### src/rtl/store_sequencer.sv
// Store sequencer: drives the data memory for word stores directly and for
// half/byte stores by read, latency wait, low-lane merge and write-back.
//
// state   | meaning
// --------+--------------------------------------------------------------
// IDLE    | waiting for start; operands are latched on acceptance
// READ    | read address presented, no write
// WAIT    | counting out MEM_LAT cycles; merge captured on the last one
// WRITE   | mem_wr high for exactly one cycle
// DONE    | done pulse
// EXC     | exc pulse, request rejected without a memory write
module store_sequencer #(
    parameter int MEM_LAT = 1
) (
    input  logic        clk,
    input  logic        reset,
    input  logic        start,
    input  logic [1:0]  store_size,
    input  logic [31:0] addr,
    input  logic [31:0] store_data,
    input  logic [31:0] mem_rdata,
    output logic [31:0] mem_addr,
    output logic [31:0] mem_wdata,
    output logic        mem_wr,
    output logic        busy,
    output logic        done,
    output logic        exc
);

    localparam logic [2:0] S_IDLE  = 3'd0;
    localparam logic [2:0] S_READ  = 3'd1;
    localparam logic [2:0] S_WAIT  = 3'd2;
    localparam logic [2:0] S_WRITE = 3'd3;
    localparam logic [2:0] S_DONE  = 3'd4;
    localparam logic [2:0] S_EXC   = 3'd5;

    localparam logic [1:0] SZ_WORD = 2'b01;
    localparam logic [1:0] SZ_HALF = 2'b10;

    localparam logic [2:0] LAT = 3'(MEM_LAT);

    logic [2:0]  state;
    logic [2:0]  wait_cnt;
    logic [15:0] data_q;
    logic [1:0]  size_q;
    logic        reject;

    always_comb begin
        reject = (store_size == 2'b00)
              || ((store_size == SZ_HALF) && addr[0])
              || ((store_size == SZ_WORD) && (addr[1:0] != 2'b00));
    end

    always_ff @(posedge clk) begin
        if (reset) begin
            state     <= S_IDLE;
            wait_cnt  <= 3'd0;
            data_q    <= 16'd0;
            size_q    <= 2'b00;
            mem_addr  <= 32'd0;
            mem_wdata <= 32'd0;
        end else begin
            case (state)
                S_IDLE: begin
                    if (start) begin
                        data_q   <= store_data[15:0];
                        size_q   <= store_size;
                        mem_addr <= addr;
                        if (reject) begin
                            state <= S_EXC;
                        end else if (store_size == SZ_WORD) begin
                            mem_wdata <= store_data;
                            state     <= S_WRITE;
                        end else begin
                            state <= S_READ;
                        end
                    end
                end
                S_READ: begin
                    wait_cnt <= LAT;
                    state    <= S_WAIT;
                end
                S_WAIT: begin
                    // Read data is valid on the last wait cycle; merge lanes are always the low bits.
                    if (wait_cnt <= 3'd1) begin
                        if (size_q == SZ_HALF)
                            mem_wdata <= {mem_rdata[31:16], data_q};
                        else
                            mem_wdata <= {mem_rdata[31:8], data_q[7:0]};
                        state <= S_WRITE;
                    end else begin
                        wait_cnt <= wait_cnt - 3'd1;
                    end
                end
                S_WRITE: state <= S_DONE;
                default: state <= S_IDLE;
            endcase
        end
    end

    assign mem_wr = (state == S_WRITE);
    assign busy   = (state != S_IDLE);
    assign done   = (state == S_DONE);
    assign exc    = (state == S_EXC);

endmodule

### config.mk
export PLATFORM = sky130hd
export DESIGN_NAME = store_sequencer
export DESIGN_NICKNAME = d
export VERILOG_FILES = /design/src/rtl/store_sequencer.sv
export SDC_FILE = /design/constraint.sdc
export NUM_CORES = 1
export LEC_CHECK = 0
export CELL_PAD_IN_SITES_DETAIL_PLACEMENT = 1
export CELL_PAD_IN_SITES_GLOBAL_PLACEMENT = 2
export CORE_ASPECT_RATIO = 1.4
export CORE_MARGIN = 8
export CORE_UTILIZATION = 24
export CTS_BUF_LIST = sky130_fd_sc_hd__clkbuf_16
export CTS_CLUSTER_DIAMETER = 80
export DETAILED_ROUTE_END_ITERATION = 10
export GPL_TIMING_DRIVEN = 0
export PLACE_DENSITY = 0.92
export SYNTH_ARGS = -nofsm -noshare
export SYNTH_HDL_FRONTEND = slang
export SYNTH_SLANG_ARGS = --single-unit
### constraint.sdc
create_clock -name clk -period 4.42 [get_ports clk]
set_clock_uncertainty 0.2 [all_clocks]
set_input_delay 0.884 -clock clk [delete_from_list [all_inputs] [get_ports clk]]
set_output_delay 0.884 -clock clk [all_outputs]
set_load 0.05 [all_outputs]
### Word-level counts from Yosys, hierarchy flattened

Cells that the tools add are included.

| storage, ports and cells | value |
|---|---|
| flip-flop bits (word level) | 88 |
| bits in read-only memories | 0 |
| RAM bits | 0 |
| word-level logic and storage cells | 48 |
| output and inout port bits | 68 |
| memories kept | 0 |
| input bits | 101 |
| latch bits | 0 |

| operators by class | value |
|---|---|
| reduce and logical (&&, ||, !) cells | 14 |
| shift operators | 0 |
| muxes and demuxes | 13 |
| add/sub/neg operators | 1 |
| divide/modulo/power cells | 0 |
| equality and inequality tests | 13 |
| bitwise logic cells | 0 |
| $mul | 0 |
| $lt $le $gt $ge | 1 |

Operators by type and width:

| kind | number |
|---|---|
| 32-bit 2-to-1 mux | 4 |
| 32-bit case mux with 2 select lines | 1 |
| 16-bit 2-to-1 mux | 1 |
| 3-bit 2-to-1 mux | 4 |
| 3-bit case mux with 4 select lines | 1 |
| 2-bit != test, second input constant | 5 |
| 3-bit by 2-bit == test with 1-bit output, second input constant | 2 |
| 3-bit == test, second input constant | 2 |
| 3-bit case mux with 2 select lines | 1 |
| 2-bit AND reduction | 3 |
| 2-bit nonzero test | 3 |
| 5-bit AND reduction | 1 |
| 2-bit == test, second input constant | 2 |
| 3-bit by 1-bit == test with 1-bit output, second input constant | 1 |
| 3-bit by 1-bit less-or-equal comparator with 1-bit output, second input constant | 1 |
| 3-bit logical NOT | 1 |
| 3-bit nonzero test | 1 |
| 3-bit by 1-bit subtractor with 3-bit output, second input constant | 1 |
| 2-bit by 1-bit == test with 1-bit output, second input constant | 1 |
| 1-bit logical AND | 2 |
| 2-bit logical NOT | 1 |
| 1-bit logical OR | 2 |
| 2-bit 2-to-1 mux | 1 |

### Longest topological paths before layout

| depth | value |
|---|---|
| word-level depth | 7 |
| mapped depth | 8 |

### Worst setup path after synthesis

No wires, ideal clock.

| path | value |
|---|---|
| kind | register to output |
| start | register state[0] |
| end | output done |
| cell stages (with the launch flop) | 3 |
| arrival | 1.677 ns |
| required time | 3.336 ns |
| path buffers | 1 |
| setup slack | 1.659 ns |
| cells stage by stage | dfxtp_1 clkbuf_1 nor3b_1 |

| on the way | value |
|---|---|
| cells in the longest elaborated chain, start to end | 1 |

Ends and longest elaborated chain:

| element | line | text |
|---|---|---|
| start, declared | 42 | `logic [2:0] state;` |
| start signal, assigned | 56 | `state <= S_IDLE;` |
| start signal, assigned | 70 | `state <= S_EXC;` |
| start signal, assigned | 73 | `state <= S_WRITE;` |
| 3-bit == test | 103 | `assign done = (state == S_DONE);` |
| end, declared | 26 | `output logic done,` |

Every way passes these cells.

### Final worst setup path

| path | value |
|---|---|
| start | input store_size[0] |
| end | register mem_wdata[25] |

| on the way | value |
|---|---|
| cells in the longest elaborated chain, start to end | 6 |

Ends and longest elaborated chain:

| element | line | text |
|---|---|---|
| start, declared | 18 | `input logic [1:0] store_size,` |
| 2-bit == test | 50 | `\|\| ((store_size == SZ_HALF) && addr[0])` |
| 1-bit logical AND | 50 |  |
| 1-bit logical OR | 50 |  |
| 1-bit logical OR | 51 | `\|\| ((store_size == SZ_WORD) && (addr[1:0] != 2'b00));` |
| 2-bit != test (no source line) | n/a |  |
| 5-bit AND reduction (no source line) * | n/a |  |
| end signal, assigned | 72 | `mem_wdata <= store_data;` |
| end signal, assigned | 87 | `mem_wdata <= {mem_rdata[31:16], data_q};` |
| end signal, assigned | 89 | `mem_wdata <= {mem_rdata[31:8], data_q[7:0]};` |
| end, declared | 23 | `output logic [31:0] mem_wdata,` |

Mark *: on every way between the ends. The rest lies on a longest branch, timed or not.
A chain may end at the register's enable or synchronous reset.

==> flow_summary.json <==
{
  "clkLatencyLatePin_ns": 0.34,
  "tritoncts_clock_tree": "built",
  "post_synth_main_area_contributors": "dfxtp_1 (48%), nand2_1 (15%), a21oi_1 (11%)",
  "path_clk_slew_ns": 0.07,
  "critical_path.slowest_cell": "nor4b_1",
  "achievable-frequency_mhz": 300,
  "routed_via_density": 4.72,
  "synth.yosys.seq_area_share_pct": 47.9,
  "synth.largest_area_cell": "dfxtp_1",
  "power.share.combinational_pct": 32.0,
  "p_leak_nw": 2.07,
  "dp_hpwl_mm": 11.1,
  "dr_drc_count": 0,
  "netlist_top_cells_count": "nand2_1 (149), dfxtp_1 (88), a21oi_1 (84)",
  "drt_iter0_drcs": 147,
  "via_count": 3906,
  "first_pass_grt_wire_length_mm": 22.7,
  "final_nets": 734,
  "p_sw_uw": 904,
  "timing_hold_violations_final": 0,
  "most_common_flop_cell_mapped_by_yosys": "dfxtp_1",
  "cts-buffers-inserted": 9,
  "crit_required_ns": 4.46,
  "synth_enable_flop_cells": 0,
  "timing.critical_path.to_type": "flop",
  "cts_max_path_buffers": 2,
  "largest_stage_delay_on_the_critical_path_ns": 0.64,
  "rsz0062_at_grt": "false",
  "avgSynthCellArea_um2": 7.97,
  "power.density_cell_area_mw_per_mm2": 443,
  "antenna_cells_inserted": 0,
  "worst_path_most_repeated_cell": "clkbuf_1",
  "ant_nets": 0,
  "postSynth.asyncResetShare_pct": 0,
  "synthMostInstantiatedCell": "nand2_1",
  "initial_utilization_pct": 24.5,
  "synthesis.instances": 461,
  "post_synth_instance_area_mm2": 0.00367,
  "internal_power_mw": 1.67,
  "die_height_um": 162,
  "slew-limit-headroom_pct": 44.3,
  "die_x_um": 121,
  "htreeDepth": 3,
  "yosys.cell_types.count": 35,
  "share_clk_of_total_power_pct": 32.2,
  "grt_pass1_vias": 4289,
  "postLayoutSetupSlackWorst_ns": 1.09,
  "postCtsHoldBufs": 0,
  "grt_start_max_net_pins": 16,
  "netlist.area_leader.share_pct": 47.9,
  "routabilityCongestion": 0.779,
  "timing.max_cap.violations": 0,
  "synth_fp_nets": 564,
  "max_slew.worst_pin.slew_ns": 0.829,
  "layout-drive-gt1-share_pct": 4.57,
  "synth.yosys.warnings": 0,
  "worst_ep_arrival_ns": 3.37,
  "crit_type": "primary input to flop",
  "wl_per_cell_um": 17.2,
  "crit_path_cell_trace": "clkdlybuf4s50_1 -> nor4b_1 -> or4_1 -> clkbuf_1 -> clkbuf_1 -> a21oi_1 -> a311oi_1",
  "placement_rows": 53,
  "area_growth_pct": 58.5,
  "core_area_mm2": 0.0150,
  "setup-violations-final": 0,
  "holdPathStages": 2,
  "rr_worst_depth": 6,
  "worst_ir_drop_vdd_mv": 0.232,
  "place_ws_ns": 0.785,
  "floorplan.io_pins": 169,
  "grt_use_total_pct": 14.4,
  "globalRouteOverflowTotal": 0,
  "worstPathMaxFanout": 10,
  "outcome": "finished clean",
  "hp-class": "flop to flop",
  "fillCellCount": 1801,
  "critPathLaunchType": "primary input",
  "timing.final.crit_share_pct": 75.4,
  "wirelength_mm": 14.2,
  "die_area_mm2": 0.0196,
  "final-max-slew-violation-count": 0,
  "post_cts.resized_instances": 0,
  "initial_antenna_violation_count": 0,
  "cts-root-buf": "clkbuf_16",
  "tritoncts_num_sinks": 88,
  "seq_power_share_pct": 35.8,
  "period_needed_ns": 3.33,
  "power_mw": 2.58,
  "ys_ff_latch": 88,
  "fin_tns_setup_ns": 0,
  "port_buffers": 159,
  "power.share.switching_pct": 35.1,
  "detail_route.first_pass.iterations": 4,
  "cts_post_setup_buffers_inserted": 0
}
==> state kept, by name (all words and copies together) (netlist names) <==
register   cells
mem_wdata     32
mem_addr      32
size_q         2
data_q        16
state          3
wait_cnt       3
==> path summary, 6_finish.rpt <==
| path | startpoint | end | slack (ns) |
|---|---|---|---|
| setup / recovery | store_size[0] | mem_wdata[25] | 1.09 |
| hold / removal | mem_addr[29] | mem_addr[29] | 0.25 |
| setup reg to reg | state[1] | mem_wdata[25] | 1.74 |
| hold reg to reg | mem_addr[29] | mem_addr[29] | 0.25 |
==> power by group through the flow <==
| stage | logic (mW) | clock network (mW) | registers (mW) |
|---|---|---|---|
| CTS | 0.834 | 0.854 | 0.925 |
| floorplan | 0.284 | 0 | 1.16 |
| global route | 0.883 | 0.896 | 0.933 |
| finish | 0.824 | 0.831 | 0.924 |
| detailed placement | 0.831 | 0 | 0.942 |
| global placement | 0.813 | 0 | 0.937 |
==> critical path: cells and delay by family <==
family          cells  cell delay [ns]
compound gates      2             0.42
buf+inv             3             1.20
simple gates        2             0.87
==> final cells by class <==
| cell class | instances | area (um^2) | share of cell area, % |
|---|---|---|---|
| Buffer | 42 | 191 | 3.29 |
| Clock buffer | 9 | 225 | 3.87 |
| Clock inverter | 6 | 93.8 | 1.61 |
| Inverter | 5 | 18.8 | 0.322 |
| Multi-Input combinational cell | 326 | 1700 | 29.2 |
| Sequential cell | 88 | 1760 | 30.2 |
| Tap cell | 192 | 240 | 4.12 |
| Timing Repair Buffer | 159 | 1590 | 27.3 |
==> layout by cell type, fill, tap and decap left out, types with 3 or more instances in the layout <==
cell,netlist,routed
clkdlybuf4s50_1,0,159
nand2_1,149,149
dfxtp_1,88,88
a21oi_1,84,84
clkbuf_1,31,31
a311oi_1,24,24
nor2_1,16,16
o21ai_0,9,9
mux2i_1,9,9
clkbuf_16,0,9
a2111o_1,8,8
buf_2,6,6
inv_1,5,5
nor3b_1,4,4
buf_6,3,3
==> logic make-up (layout without fill, tap and decap cells) <==
logic type      Yosys count  in the layout  share of synthesized area (%)
simple gates            181            181                           20.2
mux                       9              9                           2.45
fa+ha+maj                 2              2                          0.681
xor+xnor                  1              1                          0.238
buf+inv                  47            221                           5.72
flops                    88             88                           47.9
compound gates          133            133                           22.8
==> through the flow <==
step	cells	util [%]	cell area, um^2	hold slack, ns
2_1_floorplan	461	-	3670	0.232
5_1_grt	827	38.9	5830	0.281
3_3_place_gp	812	36.7	5510	0.242
3_5_place_dp	812	36.7	5510	0.248
4_1_cts	827	38.9	5830	0.258
6_report	827	38.9	5830	0.255
==> routing by layer <==
layer  vias up  routed length [um]  global-route usage, %
li1       1925                   -                      -
met4         0                 190                   4.90
met5         -                   0                      0
met2       125                7150                   25.3
met3        10                1100                   5.10
met1      1846                5800                   15.6
No activity file was read; power rests on OpenSTA's default activity.
